[config.mk]
export PLATFORM = sky130hd
export DESIGN_NAME = tt_sweep_flat
export DESIGN_NICKNAME = d
export VERILOG_FILES = /design/src/rtl/tt_sweep_pkg.sv /design/src/rtl/tt_sweep_if.sv /design/src/rtl/tt_settle_timer.sv /design/src/rtl/tt_sweep.sv /design/src/flat_wrapper.sv
export SDC_FILE = /design/constraint.sdc
export NUM_CORES = 1
export LEC_CHECK = 0
export CORE_ASPECT_RATIO = 1.25
export CORE_MARGIN = 8
export CORE_UTILIZATION = 29
export DETAILED_ROUTE_END_ITERATION = 6
export PLACE_DENSITY = 0.43
export SKIP_CTS_REPAIR_TIMING = 1
export SLEW_MARGIN = 20
export SYNTH_ARGS = -nofsm -noshare
export SYNTH_HDL_FRONTEND = slang
export SYNTH_HIERARCHICAL = 1
export SYNTH_SLANG_ARGS = --single-unit
[constraint.sdc]
create_clock -name clk -period 2.9 [get_ports clk]
set_input_delay 0.87 -clock clk [delete_from_list [all_inputs] [get_ports clk]]
set_output_delay 0.87 -clock clk [all_outputs]
set_load 0.01 [all_outputs]
[src/rtl/tt_sweep_pkg.sv]
// Shared types and constants for the truth-table sweeper.
package tt_sweep_pkg;
  localparam int NUM_VEC = 8;
  localparam int IDX_W   = 3;

  typedef enum logic [1:0] {
    IDLE = 2'd0,
    HOLD = 2'd1,
    FIN  = 2'd2
  } state_t;

  function automatic logic [3:0] popcount8(input logic [NUM_VEC-1:0] v);
    logic [3:0] n;
    n = '0;
    for (int i = 0; i < NUM_VEC; i++) n = n + 4'(v[i]);
    return n;
  endfunction
endpackage

[src/rtl/tt_sweep_if.sv]
// Sweep handshake and gate-under-test drive/observe signals.
// Compare signals exist only when TT_SWEEP_COMPARE_EN is defined.
// The captured table is called tt_table because "table" is a reserved word.
interface tt_sweep_if;
  import tt_sweep_pkg::*;
  logic               start;
  logic               d;
  logic               a, b, c;
  logic               busy;
  logic               done;
  logic [NUM_VEC-1:0] tt_table;
`ifdef TT_SWEEP_COMPARE_EN
  logic [NUM_VEC-1:0] expected;
  logic               mismatch;
  logic [3:0]         err_bits;

  modport master (output start, d, expected,
                  input  a, b, c, busy, done, tt_table, mismatch, err_bits);
  modport slave  (input  start, d, expected,
                  output a, b, c, busy, done, tt_table, mismatch, err_bits);
`else
  modport master (output start, d,
                  input  a, b, c, busy, done, tt_table);
  modport slave  (input  start, d,
                  output a, b, c, busy, done, tt_table);
`endif
endinterface

[src/rtl/tt_settle_timer.sv]
// 8-bit settle down-counter: load wins over decrement, stops at zero.
module tt_settle_timer (
  input  logic       clk,
  input  logic       rst,
  input  logic       load,
  input  logic [7:0] load_val,
  input  logic       dec,
  output logic       zero
);
  logic [7:0] cnt;

  always_ff @(posedge clk) begin
    if (rst)                   cnt <= '0;
    else if (load)             cnt <= load_val;
    else if (dec && cnt != '0) cnt <= cnt - 8'd1;
  end

  assign zero = (cnt == '0);
endmodule

[src/rtl/tt_sweep.sv]
// Drives all 8 input vectors to a 3-input gate, holding each SETTLE_CYCLES
// cycles, and captures the gate output into an 8-bit truth table.
// Optional expected-table compare is enabled by TT_SWEEP_COMPARE_EN.
module tt_sweep
  import tt_sweep_pkg::*;
#(
  parameter int SETTLE_CYCLES = 4
) (
  input  logic       clk,
  input  logic       rst,
  tt_sweep_if.slave  bus
);
  localparam logic [7:0] RELOAD = 8'(SETTLE_CYCLES - 1);

  state_t             state, state_nxt;
  logic [IDX_W-1:0]   idx;
  logic [IDX_W-1:0]   abc;
  logic [NUM_VEC-1:0] tbl;
  logic               tmr_zero, tmr_load, tmr_dec;
  logic               accept, capture, last;

  assign last = (idx == IDX_W'(NUM_VEC - 1));

  tt_settle_timer u_timer (
    .clk      (clk),
    .rst      (rst),
    .load     (tmr_load),
    .load_val (RELOAD),
    .dec      (tmr_dec),
    .zero     (tmr_zero)
  );

  always_ff @(posedge clk) begin
    if (rst) state <= IDLE;
    else     state <= state_nxt;
  end

  always_comb begin
    state_nxt = state;
    accept    = 1'b0;
    capture   = 1'b0;
    tmr_load  = 1'b0;
    tmr_dec   = 1'b0;
    case (state)
      IDLE: if (bus.start) begin
        accept    = 1'b1;
        tmr_load  = 1'b1;
        state_nxt = HOLD;
      end
      HOLD: if (tmr_zero) begin
        capture = 1'b1;
        if (last) state_nxt = FIN;
        else      tmr_load  = 1'b1;
      end else begin
        tmr_dec = 1'b1;
      end
      FIN:     state_nxt = IDLE;
      default: state_nxt = IDLE;
    endcase
  end

  // abc tracks the next idx so the drive is registered and already 000 in FIN
  always_ff @(posedge clk) begin
    if (rst) begin
      idx <= '0;
      abc <= '0;
      tbl <= '0;
    end else if (accept) begin
      idx <= '0;
      abc <= '0;
      tbl <= '0;
    end else if (capture) begin
      tbl[idx] <= bus.d;
      if (last) begin
        abc <= '0;
      end else begin
        idx <= idx + IDX_W'(1);
        abc <= idx + IDX_W'(1);
      end
    end
  end

  assign {bus.a, bus.b, bus.c} = abc;
  assign bus.busy     = (state == HOLD);
  assign bus.done     = (state == FIN);
  assign bus.tt_table = tbl;

`ifdef TT_SWEEP_COMPARE_EN
  logic [NUM_VEC-1:0] exp_q;
  logic               mismatch_q;
  logic [3:0]         err_q;

  always_ff @(posedge clk) begin
    if (rst) begin
      exp_q      <= '0;
      mismatch_q <= 1'b0;
      err_q      <= '0;
    end else begin
      if (accept) exp_q <= bus.expected;
      if (state == FIN) begin
        mismatch_q <= (tbl != exp_q);
        err_q      <= popcount8(tbl ^ exp_q);
      end
    end
  end

  assign bus.mismatch = mismatch_q;
  assign bus.err_bits = err_q;
`endif
endmodule

[src/flat_wrapper.sv]
// flat-port wrapper written by rule: the top's interface ports become plain ports
module tt_sweep_flat import tt_sweep_pkg::*;
#(
  parameter int SETTLE_CYCLES = 4
)
  (clk, rst, bus_start, bus_d, bus_a, bus_b, bus_c, bus_busy, bus_done, bus_tt_table);
  tt_sweep_if bus_i ();
  input  logic clk;
  input  logic rst;
  input wire logic [$bits(bus_i.start)-1:0] bus_start;
  input wire logic [$bits(bus_i.d)-1:0] bus_d;
  output wire logic [$bits(bus_i.a)-1:0] bus_a;
  output wire logic [$bits(bus_i.b)-1:0] bus_b;
  output wire logic [$bits(bus_i.c)-1:0] bus_c;
  output wire logic [$bits(bus_i.busy)-1:0] bus_busy;
  output wire logic [$bits(bus_i.done)-1:0] bus_done;
  output wire logic [$bits(bus_i.tt_table)-1:0] bus_tt_table;
  assign bus_i.start = bus_start;
  assign bus_i.d = bus_d;
  assign bus_a = bus_i.a;
  assign bus_b = bus_i.b;
  assign bus_c = bus_i.c;
  assign bus_busy = bus_i.busy;
  assign bus_done = bus_i.done;
  assign bus_tt_table = bus_i.tt_table;
  tt_sweep #(.SETTLE_CYCLES(SETTLE_CYCLES)) u_core (.clk(clk), .rst(rst), .bus(bus_i));
endmodule
==> results.yml, run 1 <==
outcome:
  status: "completed"
power:
  pwr_density_cell_nw_per_um2: 477
  p_leak_nw: 0.596
  p_comb_share_pct: 25.3
  p_sw_uw: 230
  seq_power_share_pct: 49.3
  peakVddDrop_mv: 0.204
  p_clk_share_pct: 25.4
  p_int_uw: 531
  switching_share_pct: 30.2
placed_design:
  hpwlAfterDp_mm: 2.19
  dpl_cell_area_sq_um: 1550
  dpl.cell_count: 219
  place_congestion: 0.765
  io_buffers: 16
final_layout:
  fin_cells: 222
  layout-area-overhead-vs-synth_pct: 22.1
  diodes: 0
  final_nets: 174
  mostFrequentLayoutCell: "dfxtp_1"
  drive_gt1_share_pct: 11.0
  final_cell_mix: "24 x dfxtp_1, 16 x clkdlybuf4s50_1, 13 x a21oi_1"
  stdcell_area_sq_um: 1600
  fillers: 464
  final_util_pct: 36.6
drt:
  ant_nets: 0
  totalWireLength_mm: 2.98
  drtIter0Drc: 41
  wl_per_cell_um: 13.4
  num_vias: 1070
  via_per_inst: 4.82
  drc_errors: 0
  drtPass1Iterations: 4
worst_setup_path:
  cp_cell_sequence: "or4_4 > nor4_1 > buf_4 > nand3b_1 > a21oi_1 > buf_4 > clkinv_1 > nand4b_1 > o211ai_1"
  cp-start-kind: "flip-flop"
  slowest_stage: "or4_4"
  timing.rr.start: "u_core/u_timer/cnt[2]"
  path_class: "flip-flop to flip-flop"
  worst_ep_required_time_ps: 3040
  arrival_ps: 2640
  critical_path.max_stage_delay_ps: 590
  worst_setup_path_end_kind: "flip-flop"
  cp-startpoint: "u_core/u_timer/cnt[2]"
  path_common_cell: "buf_4"
  critPathMaxFanout: 11
die:
  core_area_sq_um: 4360
  die_h_um: 91.0
  io_pins: 17
  dieArea_sq_um: 6920
  start_util_pct: 30.0
  die_x_um: 76.0
  row_count: 27
timing:
  finClkSkew_ps: 2.81
  worstMarginPinSlew_ps: 512
  slew_violations: 0
  slew_headroom_pct: 65.7
  max_freq_mhz: 401
  period_share_pct: 85.9
  hold_viol_final: 0
  rsz0062_at_grt: "false"
  whs_ps: 456
  setup_viol: 0
  setup_tns_ps: 0
  min_period_ps: 2490
logic_synthesis:
  syn_inst: 141
  synth_cell_type_count: 43
  synth_warnings: 6
  synth_ff_type: "dfxtp_1"
  async_flop_share_pct: 0
  synth-seq-cells: 24
  synth.avg_cell_area_sq_um: 9.26
  syn_area_sq_um: 1310
  synth_edf_count: 0
  synth_seq_area_share_pct: 36.8
flow_run:
  cap_violations: 0
clocking:
  htree_levels: 1
  cts.clk_slew.worst_paths_ps: 80
  clk_latency_ps: 260
  cts.path.max_buffers: 2
  cts_made_buffers: 3
  cts-root-buf: "clkbuf_8"
  cts_tree: "built"
  cts_sinks: 24
min_path:
  hold_path_class: "flip-flop to flip-flop"
  hold_start: "u_core/abc[0]"
grt:
  grt_pass1_vias: 1044
  grt_use_total_pct: 9.01
  grt_max_degree: 21
  antenna_found_initial: 0
  grt-ovfl-total: 0
  grt_pass1_wl_mm: 5.14
==> sequential cells by signal (all words and copies together), names as in the netlist <==
register and cells:
u_core/abc 3, u_core/u_timer/cnt 8, u_core/state 2, u_core/idx 3
u_core/bus.tt_table 8
==> power by group through the flow <==
| stage | Sequential [mW] | Clock [mW] | Combinational [mW] |
|---|---|---|---|
| final | 0.375 | 0.194 | 0.192 |
| after global routing | 0.379 | 0.221 | 0.220 |
| after CTS | 0.375 | 0.213 | 0.197 |
| after detailed placement | 0.382 | 0 | 0.195 |
| after global placement | 0.383 | 0 | 0.193 |
| after floorplan | 0.374 | 0 | 0.150 |
==> routing by layer <==
metal / track usage (%) / vias up / share of wire [%]
li1: - / 555 / -
met4: 4.43 / 0 / 1.1
met2: 15.6 / 10 / 51
met5: 0 / - / 0
met3: 2.76 / 2 / 4.8
met1: 9.68 / 503 / 43
==> worst max-delay path, delay by kind of cell (launching register included) <==
| family | cells | cell delay [ps] |
|---|---|---|
| simple gates | 4 | 1140 |
| buf+inv | 3 | 620 |
| flops | 1 | 360 |
| compound gates | 2 | 260 |
==> kinds of logic after synthesis <==
| kind of cell | share of synthesized area, % |
|---|---|
| AOI/OAI and AO/OA | 15.0 |
| muxes | 6.13 |
| buffers and inverters | 3.74 |
| xor gates and xnor gates | 2.01 |
| adders and majority gates | 3.83 |
| DFF | 36.8 |
| other | 0.575 |
| and+or+nand+nor | 31.9 |
==> final timing paths <==
| kind | slack [ps] | to | cells past startpoint |
|---|---|---|---|
| min | 460 | u_core/abc[0] | 2 |
| min reg2reg | 460 | u_core/abc[0] | 2 |
| max reg2reg | 410 | u_core/u_timer/cnt[1] | 9 |
| max | 410 | u_core/u_timer/cnt[1] | 9 |
==> through the flow <==
stage          setup slack (ps)  power, mW
6_report                    408      0.761
5_1_grt                     165      0.820
4_1_cts                     381      0.785
3_5_place_dp                404      0.577
3_3_place_gp                418      0.576
2_1_floorplan               305      0.524
==> cells in the mapped netlist (2+ instances only) <==
cell type | count | share of area, %
nand4b_1 | 2 | 1.3
o21ai_0 | 7 | 2.7
nand3_1 | 5 | 1.9
a311oi_1 | 2 | 1.3
dfxtp_1 | 24 | 37
or4_1 | 2 | 1.1
nand3b_1 | 10 | 5.7
xnor2_1 | 3 | 2.0
nand2_1 | 9 | 2.6
or3_2 | 2 | 1.1
mux2i_1 | 8 | 6.1
nor3b_1 | 4 | 2.3
nor2_1 | 7 | 2.0
ha_1 | 4 | 3.8
clkbuf_1 | 2 | 0.57
a21oi_1 | 13 | 5.0
and4bb_1 | 2 | 1.9
inv_1 | 4 | 1.1
nand2b_1 | 2 | 0.96
or4_2 | 2 | 1.3
conb_1 | 2 | 0.57
nor3_1 | 2 | 0.77
nor2b_1 | 3 | 1.4
==> layout make-up <==
cell class | instances | area (sq um) | area share [%]
multi-input combinational | 113 | 800 | 50.1
sequential | 24 | 480 | 30.1
timing repair buffer | 19 | 183 | 11.5
tap | 58 | 72.6 | 4.55
clock buffer | 3 | 41.3 | 2.59
inverter | 5 | 18.8 | 1.18
(Power assumes the default switching activity.)
==> run 2: changes to the inputs <==
--- a/config.mk
+++ b/config.mk
@@ -9,6 +9,7 @@
 export CORE_MARGIN = 8
 export CORE_UTILIZATION = 29
 export DETAILED_ROUTE_END_ITERATION = 6
+export HOLD_SLACK_MARGIN = 0.08
 export PLACE_DENSITY = 0.43
 export SKIP_CTS_REPAIR_TIMING = 1
 export SLEW_MARGIN = 20
==> results of run 2 <==
Same layout as run 1: the final DEF is identical, and so are final timing and power.
